`config.mk`:
```
export PLATFORM = sky130hd
export DESIGN_NAME = backtrack_fat_unit
export DESIGN_NICKNAME = d
export VERILOG_FILES = /design/src/rtl/backtrack_fat_unit.sv
export SDC_FILE = /design/constraint.sdc
export NUM_CORES = 1
export LEC_CHECK = 0
export CAP_MARGIN = 5
export CELL_PAD_IN_SITES_DETAIL_PLACEMENT = 0
export CELL_PAD_IN_SITES_GLOBAL_PLACEMENT = 1
export CORE_MARGIN = 4
export CORE_UTILIZATION = 52
export CTS_BUF_LIST = sky130_fd_sc_hd__clkbuf_16
export DETAILED_ROUTE_END_ITERATION = 6
export GPL_ROUTABILITY_DRIVEN = 0
export GPL_TIMING_DRIVEN = 0
export PLACE_DENSITY_LB_ADDON = 0.12
export REMOVE_ABC_BUFFERS = 1
export SYNTH_ARGS = -nofsm -noshare
export SYNTH_HDL_FRONTEND = slang
export SYNTH_SLANG_ARGS = --single-unit
```
`constraint.sdc`:
```
create_clock -name clk -period 4.7 [get_ports clk]
set_input_delay 0.47 -clock clk [delete_from_list [all_inputs] [get_ports clk]]
set_output_delay 0.47 -clock clk [all_outputs]
set_load 0.03 [all_outputs]
```
`src/rtl/backtrack_fat_unit.sv`:
```
// backtrack_fat_unit
// Backtrack bookkeeping for the SAT BCP unit. A small controller scans an
// implication mask one variable per cycle. It either records the mask into
// the force-assign table (FAT) entry of the current decision variable, or
// replays that entry for release and then clears it.
//
// Optional build macro: FAT_OVERWRITE_EN
//   undefined : RECORD ORs the new mask into the existing FAT entry
//   defined   : RECORD clears the FAT entry on the start edge, so the entry
//               ends equal to the newly recorded mask
//
// state   | meaning
// --------+-----------------------------------------------------------
// IDLE    | waiting for a rising edge on backtrack or refresh
// RECORD  | scanning the latched mask, setting FAT[var_q] bit by bit
// RELEASE | scanning the latched FAT entry, reporting released variables
// DONE    | one-cycle completion pulse, then back to IDLE

module backtrack_fat_unit #(
    parameter int VAR_NUM     = 8,
    parameter int VAR_NUM_LOG = 3
) (
    input  logic                   clk,
    input  logic                   rst,
    input  logic                   refresh,
    input  logic                   backtrack,
    input  logic [VAR_NUM-1:0]     implication_reg,
    input  logic [VAR_NUM_LOG-1:0] assign_variable,
    output logic                   busy,
    output logic                   done,
    output logic                   imp_valid,
    output logic                   imp_release,
    output logic [VAR_NUM_LOG-1:0] imp_var,
    input  logic [VAR_NUM_LOG-1:0] fat_rd_addr,
    output logic [VAR_NUM-1:0]     fat_rd_data
);

    typedef enum logic [1:0] {
        ST_IDLE    = 2'd0,
        ST_RECORD  = 2'd1,
        ST_RELEASE = 2'd2,
        ST_DONE    = 2'd3
    } state_t;

    // One extra index bit so the counter never wraps before the last-bit compare.
    localparam logic [VAR_NUM_LOG:0] LP_LAST_IDX = (VAR_NUM_LOG+1)'(VAR_NUM - 1);

    state_t                 r_state;
    state_t                 w_state_nxt;

    logic                   r_refresh_d;
    logic                   r_backtrack_d;
    logic [VAR_NUM_LOG-1:0] r_var;
    logic [VAR_NUM-1:0]     r_mask;
    logic [VAR_NUM_LOG:0]   r_idx;
    logic [VAR_NUM-1:0]     r_fat [VAR_NUM];

    logic                   r_busy;
    logic                   r_done;
    logic                   r_imp_valid;
    logic                   r_imp_release;
    logic [VAR_NUM_LOG-1:0] r_imp_var;

    logic                   w_busy_nxt;
    logic                   w_done_nxt;
    logic                   w_imp_valid_nxt;
    logic                   w_imp_release_nxt;
    logic [VAR_NUM_LOG-1:0] w_imp_var_nxt;

    logic                   w_ref_rise;
    logic                   w_bt_rise;
    logic [VAR_NUM_LOG-1:0] w_idx_lo;
    logic                   w_idx_last;
    logic                   w_scan_bit;

    assign w_ref_rise = refresh & ~r_refresh_d;
    assign w_bt_rise  = backtrack & ~r_backtrack_d;
    assign w_idx_lo   = r_idx[VAR_NUM_LOG-1:0];
    assign w_idx_last = (r_idx == LP_LAST_IDX);
    assign w_scan_bit = r_mask[w_idx_lo];

    // State register.
    always_ff @(posedge clk or negedge rst) begin
        if (!rst) begin
            r_state <= ST_IDLE;
        end else begin
            r_state <= w_state_nxt;
        end
    end

    // Next-state logic; backtrack beats refresh when both rise together.
    always_comb begin
        w_state_nxt = r_state;
        case (r_state)
            ST_IDLE: begin
                if (w_bt_rise) begin
                    w_state_nxt = ST_RELEASE;
                end else if (w_ref_rise) begin
                    w_state_nxt = ST_RECORD;
                end
            end
            ST_RECORD,
            ST_RELEASE: begin
                if (w_idx_last) begin
                    w_state_nxt = ST_DONE;
                end
            end
            ST_DONE: begin
                w_state_nxt = ST_IDLE;
            end
            default: begin
                w_state_nxt = ST_IDLE;
            end
        endcase
    end

    // Output decode: next values for the registered outputs.
    always_comb begin
        w_busy_nxt        = 1'b0;
        w_done_nxt        = 1'b0;
        w_imp_valid_nxt   = 1'b0;
        w_imp_release_nxt = r_imp_release;
        w_imp_var_nxt     = r_imp_var;
        case (r_state)
            ST_IDLE: begin
                w_busy_nxt = (w_state_nxt != ST_IDLE);
            end
            ST_RECORD: begin
                w_busy_nxt        = 1'b1;
                w_imp_valid_nxt   = w_scan_bit;
                w_imp_release_nxt = 1'b0;
                if (w_scan_bit) begin
                    w_imp_var_nxt = w_idx_lo;
                end
            end
            ST_RELEASE: begin
                w_busy_nxt        = 1'b1;
                w_imp_valid_nxt   = w_scan_bit;
                w_imp_release_nxt = 1'b1;
                if (w_scan_bit) begin
                    w_imp_var_nxt = w_idx_lo;
                end
            end
            ST_DONE: begin
                w_done_nxt = 1'b1;
            end
            default: begin
                w_done_nxt = 1'b0;
            end
        endcase
    end

    // Datapath: edge history, operand latch, scan index, FAT and output registers.
    always_ff @(posedge clk or negedge rst) begin
        if (!rst) begin
            r_refresh_d   <= 1'b0;
            r_backtrack_d <= 1'b0;
            r_var         <= '0;
            r_mask        <= '0;
            r_idx         <= '0;
            r_busy        <= 1'b0;
            r_done        <= 1'b0;
            r_imp_valid   <= 1'b0;
            r_imp_release <= 1'b0;
            r_imp_var     <= '0;
            for (int i = 0; i < VAR_NUM; i++) begin
                r_fat[i] <= '0;
            end
        end else begin
            // History follows the inputs in every state so a held level never retriggers.
            r_refresh_d   <= refresh;
            r_backtrack_d <= backtrack;
            r_busy        <= w_busy_nxt;
            r_done        <= w_done_nxt;
            r_imp_valid   <= w_imp_valid_nxt;
            r_imp_release <= w_imp_release_nxt;
            r_imp_var     <= w_imp_var_nxt;
            case (r_state)
                ST_IDLE: begin
                    if (w_state_nxt != ST_IDLE) begin
                        r_var <= assign_variable;
                        r_idx <= '0;
                        if (w_state_nxt == ST_RELEASE) begin
                            r_mask <= r_fat[assign_variable];
                        end else begin
                            r_mask <= implication_reg;
`ifdef FAT_OVERWRITE_EN
                            r_fat[assign_variable] <= '0;
`endif
                        end
                    end
                end
                ST_RECORD: begin
                    if (w_scan_bit) begin
                        r_fat[r_var][w_idx_lo] <= 1'b1;
                    end
                    r_idx <= r_idx + 1'b1;
                end
                ST_RELEASE: begin
                    if (w_idx_last) begin
                        r_fat[r_var] <= '0;
                    end
                    r_idx <= r_idx + 1'b1;
                end
                default: begin
                    r_idx <= r_idx;
                end
            endcase
        end
    end

    assign busy        = r_busy;
    assign done        = r_done;
    assign imp_valid   = r_imp_valid;
    assign imp_release = r_imp_release;
    assign imp_var     = r_imp_var;
    assign fat_rd_data = r_fat[fat_rd_addr];

endmodule

```
==> results.json, run 1 <==
{
  "status": "completed",
  "ys_async_sr_fraction": 1.00,
  "ys_seq_elements": 90,
  "ctsResizeCount": 0,
  "yosysTopAreaCell": "dfrtp_1",
  "cts-root-buf": "clkbuf_16",
  "antenna_cells": 0,
  "final.period_utilization": 0.745,
  "netlist_top_cells_area": "dfrtp_1 44%, mux4_2 14%, nor2_1 5.2%, a41oi_1 3.9%, a21oi_1 3.7%",
  "synth_edf_count": 0,
  "synth_compound_area_frac": 0.131,
  "final_util": 0.603,
  "num_vias": 4048,
  "die_w_um": 108,
  "numCtsBuffers": 9,
  "final_max_slew_viol_count": 0,
  "power_switching_mw": 1.46,
  "synth_top_family_by_area": "multiplexers",
  "yosysMostFrequentCell": "dfrtp_1",
  "p_int_mw": 1.97,
  "grt_pass1_wl_um": 23200,
  "power_leakage_nw": 2.43,
  "power_mw": 3.43,
  "cp-start-kind": "primary input",
  "fin_skew_ps": 10.4,
  "clock_path_buffers": 2,
  "synth-simple-area-share": 0.177,
  "hold_viol_final": 0,
  "grt_pass1_vias": 4098,
  "seqCellArea_um2": 2250,
  "antenna_found_initial": 0,
  "final.setup.tns_ps": 0,
  "p_comb_frac": 0.429,
  "cts_setup_buffers": 0,
  "ios": 33,
  "synth_commonest_cells": "90 x dfrtp_1, 71 x nor2_1, 38 x a21oi_1, 32 x mux4_2, 26 x nor3_1",
  "worstPathArrival_ps": 3030,
  "yosysWarnings": 0,
  "start_util": 0.532,
  "drt_iter0_markers": 360,
  "multi_input_area_um2": 2710,
  "ys.flop_type": "dfrtp_1",
  "maxCapViolations": 0,
  "cts_tree": "yes",
  "synthXorXnorAreaFrac": 0,
  "avgRoutedWirePerCell_um": 23.9,
  "syn2layout_area_growth_pct": 13.4,
  "min_path_type": "primary input to asynchronous set/reset pin",
  "cts-htree-levels": 3,
  "n_fill_cell": 824,
  "pwr-share-seq": 0.372,
  "die_y_um": 108,
  "dp_hpwl_um": 9540,
  "yosysTopAreaCellShare": 0.435,
  "drive_above_1_share": 0.203,
  "seq_area_frac_synth": 0.435,
  "core-area_um2": 9730,
  "clkPwrFrac": 0.199,
  "slowest_stage": "clkdlybuf4s50_1",
  "grt-ovfl-total": 0,
  "maxSlewHeadroom": 0.231,
  "via_per_inst": 6.61,
  "synth_fa_ha_area_frac": 0.0145,
  "ant_nets": 0,
  "routed_wl_um": 14600,
  "tightest_slew_ps": 1150,
  "powerDensity_nw_per_um2": 584,
  "setup_viol": 0,
  "synthMuxAreaShare": 0.199,
  "fin_crit_ps": 3500,
  "rr_worst_depth": 7,
  "fmax_mhz": 286,
  "die-area_um2": 11600,
  "worstPathRequired_ps": 4230,
  "crit_chain": "clkdlybuf4s50_1 > mux4_2 > mux2_2 > clkdlybuf4s50_1",
  "synth_cells": 462,
  "whs_ps": 131,
  "clock-sinks": 90,
  "synth_area_um2": 5170,
  "swShare": 0.426,
  "crit_path_max_fanout": 16,
  "rows": 36,
  "end_kind": "output port",
  "syn_area_per_cell_um2": 11.2,
  "synth_cell_types": 48,
  "clkTransAtPathRegs_ps": 70,
  "track_usage": 0.266,
  "grt_max_degree": 47,
  "cpMostUsedCell": "clkdlybuf4s50_1",
  "dr.pass1.iters": 6,
  "io_buffer_count": 32,
  "nets": 498,
  "drc_errors": 0,
  "path_class": "primary input to output port",
  "clk_latency_ps": 340,
  "peakVddDrop_v": 0.000237,
  "cts_hold_buf": 0,
  "slowest_delay_ps": 1090,
  "rsz0062_at_grt": "no"
}
-- logic make-up after synthesis --
logic type,count (synthesis)
AND/OR/NAND/NOR,171
buffers and inverters,44
adder cells (fa/ha/maj),6
AO/OA/AOI/OAI,91
multiplexers,60
flip-flops,90
-- final cells by class --
class	instances	share of cell area
Tap cell	133	0.0284
Sequential cell	90	0.384
Clock buffer	9	0.0384
Inverter	6	0.00384
Timing Repair Buffer	39	0.0759
Clock inverter	7	0.00895
Multi-Input combinational cell	328	0.461
-- sequential cells by signal (all words and copies together), names as in the netlist --
signal	flops
r_fat	64
r_mask	8
r_idx	4
imp_var	3
r_var	3
r_state	2
busy	1
done	1
imp_release	1
imp_valid	1
r_backtrack_d	1
r_refresh_d	1
-- metal layers --
| layer | wire length (um) | track usage | vias to the layer above |
|---|---|---|---|
| met5 | 0 | 0 | - |
| met4 | 414 | 0.110 | 0 |
| met3 | 1390 | 0.0630 | 34 |
| met2 | 6940 | 0.414 | 195 |
| met1 | 5890 | 0.360 | 2030 |
| li1 | - | - | 1789 |
-- layout by cell type (no fill, tap or decap), types with 3 or more instances in the layout --
cell type,count
mux2i_1,9
clkdlybuf4s50_1,31
o21ai_0,4
mux4_2,32
ha_1,6
nor4_1,13
nand3_1,5
a21oi_1,38
nand2_1,16
clkbuf_16,9
nor2b_1,9
nor3_4,8
inv_1,5
a41oi_1,23
nand4_1,9
nor2_1,71
dfrtp_1,90
inv_6,3
nor3_1,26
o221a_2,8
nand2b_1,4
and3_1,3
buf_6,4
buf_16,3
mux2_2,16
a31oi_1,5
-- power groups by stage --
| stage | clock [mW] | sequential (mW) | combinational (mW) |
|---|---|---|---|
| floorplan | 0 | 1.22 | 0.966 |
| global placement | 0 | 1.27 | 1.38 |
| detailed placement | 0 | 1.28 | 1.46 |
| CTS | 0.696 | 1.27 | 1.46 |
| global route | 0.732 | 1.30 | 1.59 |
| finish | 0.681 | 1.28 | 1.47 |
-- metrics by stage --
step | area, um^2 | setup WS [ps] | instances
final | 5870 | 1200 | 612
after global routing | 5870 | 1170 | 612
after CTS | 5840 | 922 | 611
after detailed placement | 5560 | 921 | 595
after global placement | 5460 | -222 | 589
after floorplan | 4970 | 1660 | 424
-- worst paths after layout --
path                                startpoint  slack, ps        endpoint
worst max-delay path            fat_rd_addr[1]       1200  fat_rd_data[7]
worst min-delay path                       rst        130       imp_valid
worst max register to register        r_idx[0]       1530        r_fat[0]
worst min register to register      imp_var[2]        500      imp_var[2]
max in group asynchronous                  rst       3920       r_fat[46]
min in group clk                    imp_var[2]        500      imp_var[2]
-- worst max-delay path, delay by kind of cell --
family,cells,cell delay (ps)
muxes,2,860
buffers and inverters,2,1690
No activity file was read; power rests on OpenSTA's default activity.
==> run 2: changes to the inputs <==
--- a/config.mk
+++ b/config.mk
@@ -9,7 +9,7 @@
 export CELL_PAD_IN_SITES_DETAIL_PLACEMENT = 0
 export CELL_PAD_IN_SITES_GLOBAL_PLACEMENT = 1
 export CORE_MARGIN = 4
-export CORE_UTILIZATION = 52
+export CORE_UTILIZATION = 48
 export CTS_BUF_LIST = sky130_fd_sc_hd__clkbuf_16
 export DETAILED_ROUTE_END_ITERATION = 6
 export GPL_ROUTABILITY_DRIVEN = 0
==> constraint.sdc (replaced) <==
create_clock -name clk -period 3.4 [get_ports clk]
set_input_delay 0.34 -clock clk [delete_from_list [all_inputs] [get_ports clk]]
set_output_delay 0.34 -clock clk [all_outputs]
set_load 0.03 [all_outputs]
==> results.json, run 2 (synthesis gave the netlist of run 1 again) <==
{
  "crit_path_max_fanout": 16,
  "worstPathRequired_ps": 3060,
  "rsz0062_at_grt": "no",
  "power_mw": 4.79,
  "crit_chain": "clkdlybuf4s50_1 > mux4_2 > mux2_2 > clkdlybuf4s50_1",
  "clkTransAtPathRegs_ps": 70,
  "clock-sinks": 90,
  "hold_viol_final": 0,
  "cts-root-buf": "clkbuf_16",
  "setup_viol": 0,
  "cpMostUsedCell": "clkdlybuf4s50_1",
  "dp_hpwl_um": 9730,
  "grtUsageMet2": 0.406,
  "fin_skew_ps": 9.95,
  "via_per_inst": 6.63,
  "core-area_um2": 10400,
  "status": "completed",
  "final_cell_mix": "90 x dfrtp_1, 71 x nor2_1, 38 x a21oi_1, 32 x mux4_2, 30 x clkdlybuf4s50_1",
  "grt_util_met1": 0.346,
  "die-area_um2": 12500,
  "slowest_delay_ps": 1110,
  "grt_pass1_wl_um": 24500,
  "ant_nets": 0,
  "drive_above_1_share": 0.190,
  "num_vias": 4072,
  "start_util": 0.497,
  "final_max_slew_viol_count": 0,
  "fin_ws_ps": 140,
  "tightest_slew_ps": 1220,
  "maxCapViolations": 0,
  "fmax_mhz": 307,
  "cts_tree": "yes",
  "routed_wl_um": 14900,
  "power_leakage_nw": 2.42,
  "gr-usage-met3": 0.0380,
  "slowest_stage": "clkdlybuf4s50_1",
  "grt_pass1_vias": 4254,
  "track_usage": 0.252,
  "final_common_cell": "dfrtp_1",
  "die_y_um": 112,
  "path_class": "primary input to output port",
  "io_buffer_count": 32,
  "numCtsBuffers": 9,
  "largest-register": "r_fat",
  "avgRoutedWirePerCell_um": 24.3,
  "worstPathArrival_ps": 2920,
  "ios": 33,
  "busiest_layer": "met2",
  "antenna_found_initial": 0,
  "cts-htree-levels": 3,
  "clk_latency_ps": 350,
  "drc_errors": 0,
  "grt_max_degree": 52,
  "clock_path_buffers": 2,
  "drt_iter0_markers": 327,
  "fin_crit_ps": 3260,
  "grt-ovfl-total": 0,
  "rows": 37,
  "powerDensity_nw_per_um2": 818,
  "reg_top3": "r_fat: 64 flops, r_mask: 8 flops, r_idx: 4 flops",
  "min_path_type": "primary input to flip-flop",
  "end_kind": "output port",
  "cp-start-kind": "primary input",
  "whs_ps": 464,
  "antenna_cells": 0,
  "largest_reg_flops": 64,
  "peakVddDrop_v": 0.000368,
  "syn2layout_area_growth_pct": 13.2,
  "maxSlewHeadroom": 0.184,
  "die_w_um": 112,
  "nets": 497,
  "place_ws_ps": -101,
  "dr.pass1.iters": 5,
  "final.period_utilization": 0.959,
  "cts_setup_buffers": 0
}
==> run 2: cell type report <==
type | count | area, um^2
fillers | 937 | 4560
clock inverters | 7 | 61.3
repair buffers | 38 | 419
multi-input cells | 328 | 2710
well taps | 136 | 170
flip-flops and latches | 90 | 2250
inverters | 6 | 22.5
clock buffers | 9 | 225
==> run 2: worst paths after layout <==
kind                                 from             end  slack [ps]  depth (start not counted)
max                        fat_rd_addr[1]  fat_rd_data[7]         140                          4
min                               refresh     r_refresh_d         460                          1
max reg2reg                      r_idx[0]       r_fat[21]         260                          7
min reg2reg                    imp_var[1]      imp_var[1]         500                          1
max in group asynchronous             rst       r_fat[23]        2230                          3
min in group asynchronous             rst        r_idx[2]         510                          2
==> run 2: per-stage QoR <==
| step | util | TNS (ps) | area, um^2 | std cells |
|---|---|---|---|---|
| 4_1_cts | 0.562 | 0 | 5860 | 614 |
| 3_3_place_gp | 0.524 | -179960 | 5460 | 592 |
| 3_5_place_dp | 0.534 | -774 | 5560 | 597 |
| 6_report | 0.562 | 0 | 5860 | 614 |
| 5_1_grt | 0.562 | 0 | 5860 | 614 |
| 2_1_floorplan | - | 0 | 4970 | 424 |
==> run 2: timing repair <==
action / CTS / global route
gates resized for setup: 1 / 0
setup endpoints to repair: 8 / 0
hold buffers: 1 / 0
endpoints found under the hold margin: 6 / 0
==> run 2: layer usage <==
layer / part of all wire / up-vias
li1: - / 1788
met3: 0.069 / 31
met2: 0.49 / 161
met1: 0.42 / 2092
met5: 0 / -
met4: 0.023 / 0
==> run 2: critical path: cells and delay by family <==
family                 cells  cell delay, ps
buffers and inverters      2            1710
multiplexers               2             870
==> run 2: report_power, final <==
group	total [mW]	switching [mW]	internal [mW]	leakage [nW]
Combinational	2.01	1.18	0.833	1.08
Sequential	1.79	0.415	1.38	1.20
Clock	0.988	0.427	0.561	0.139
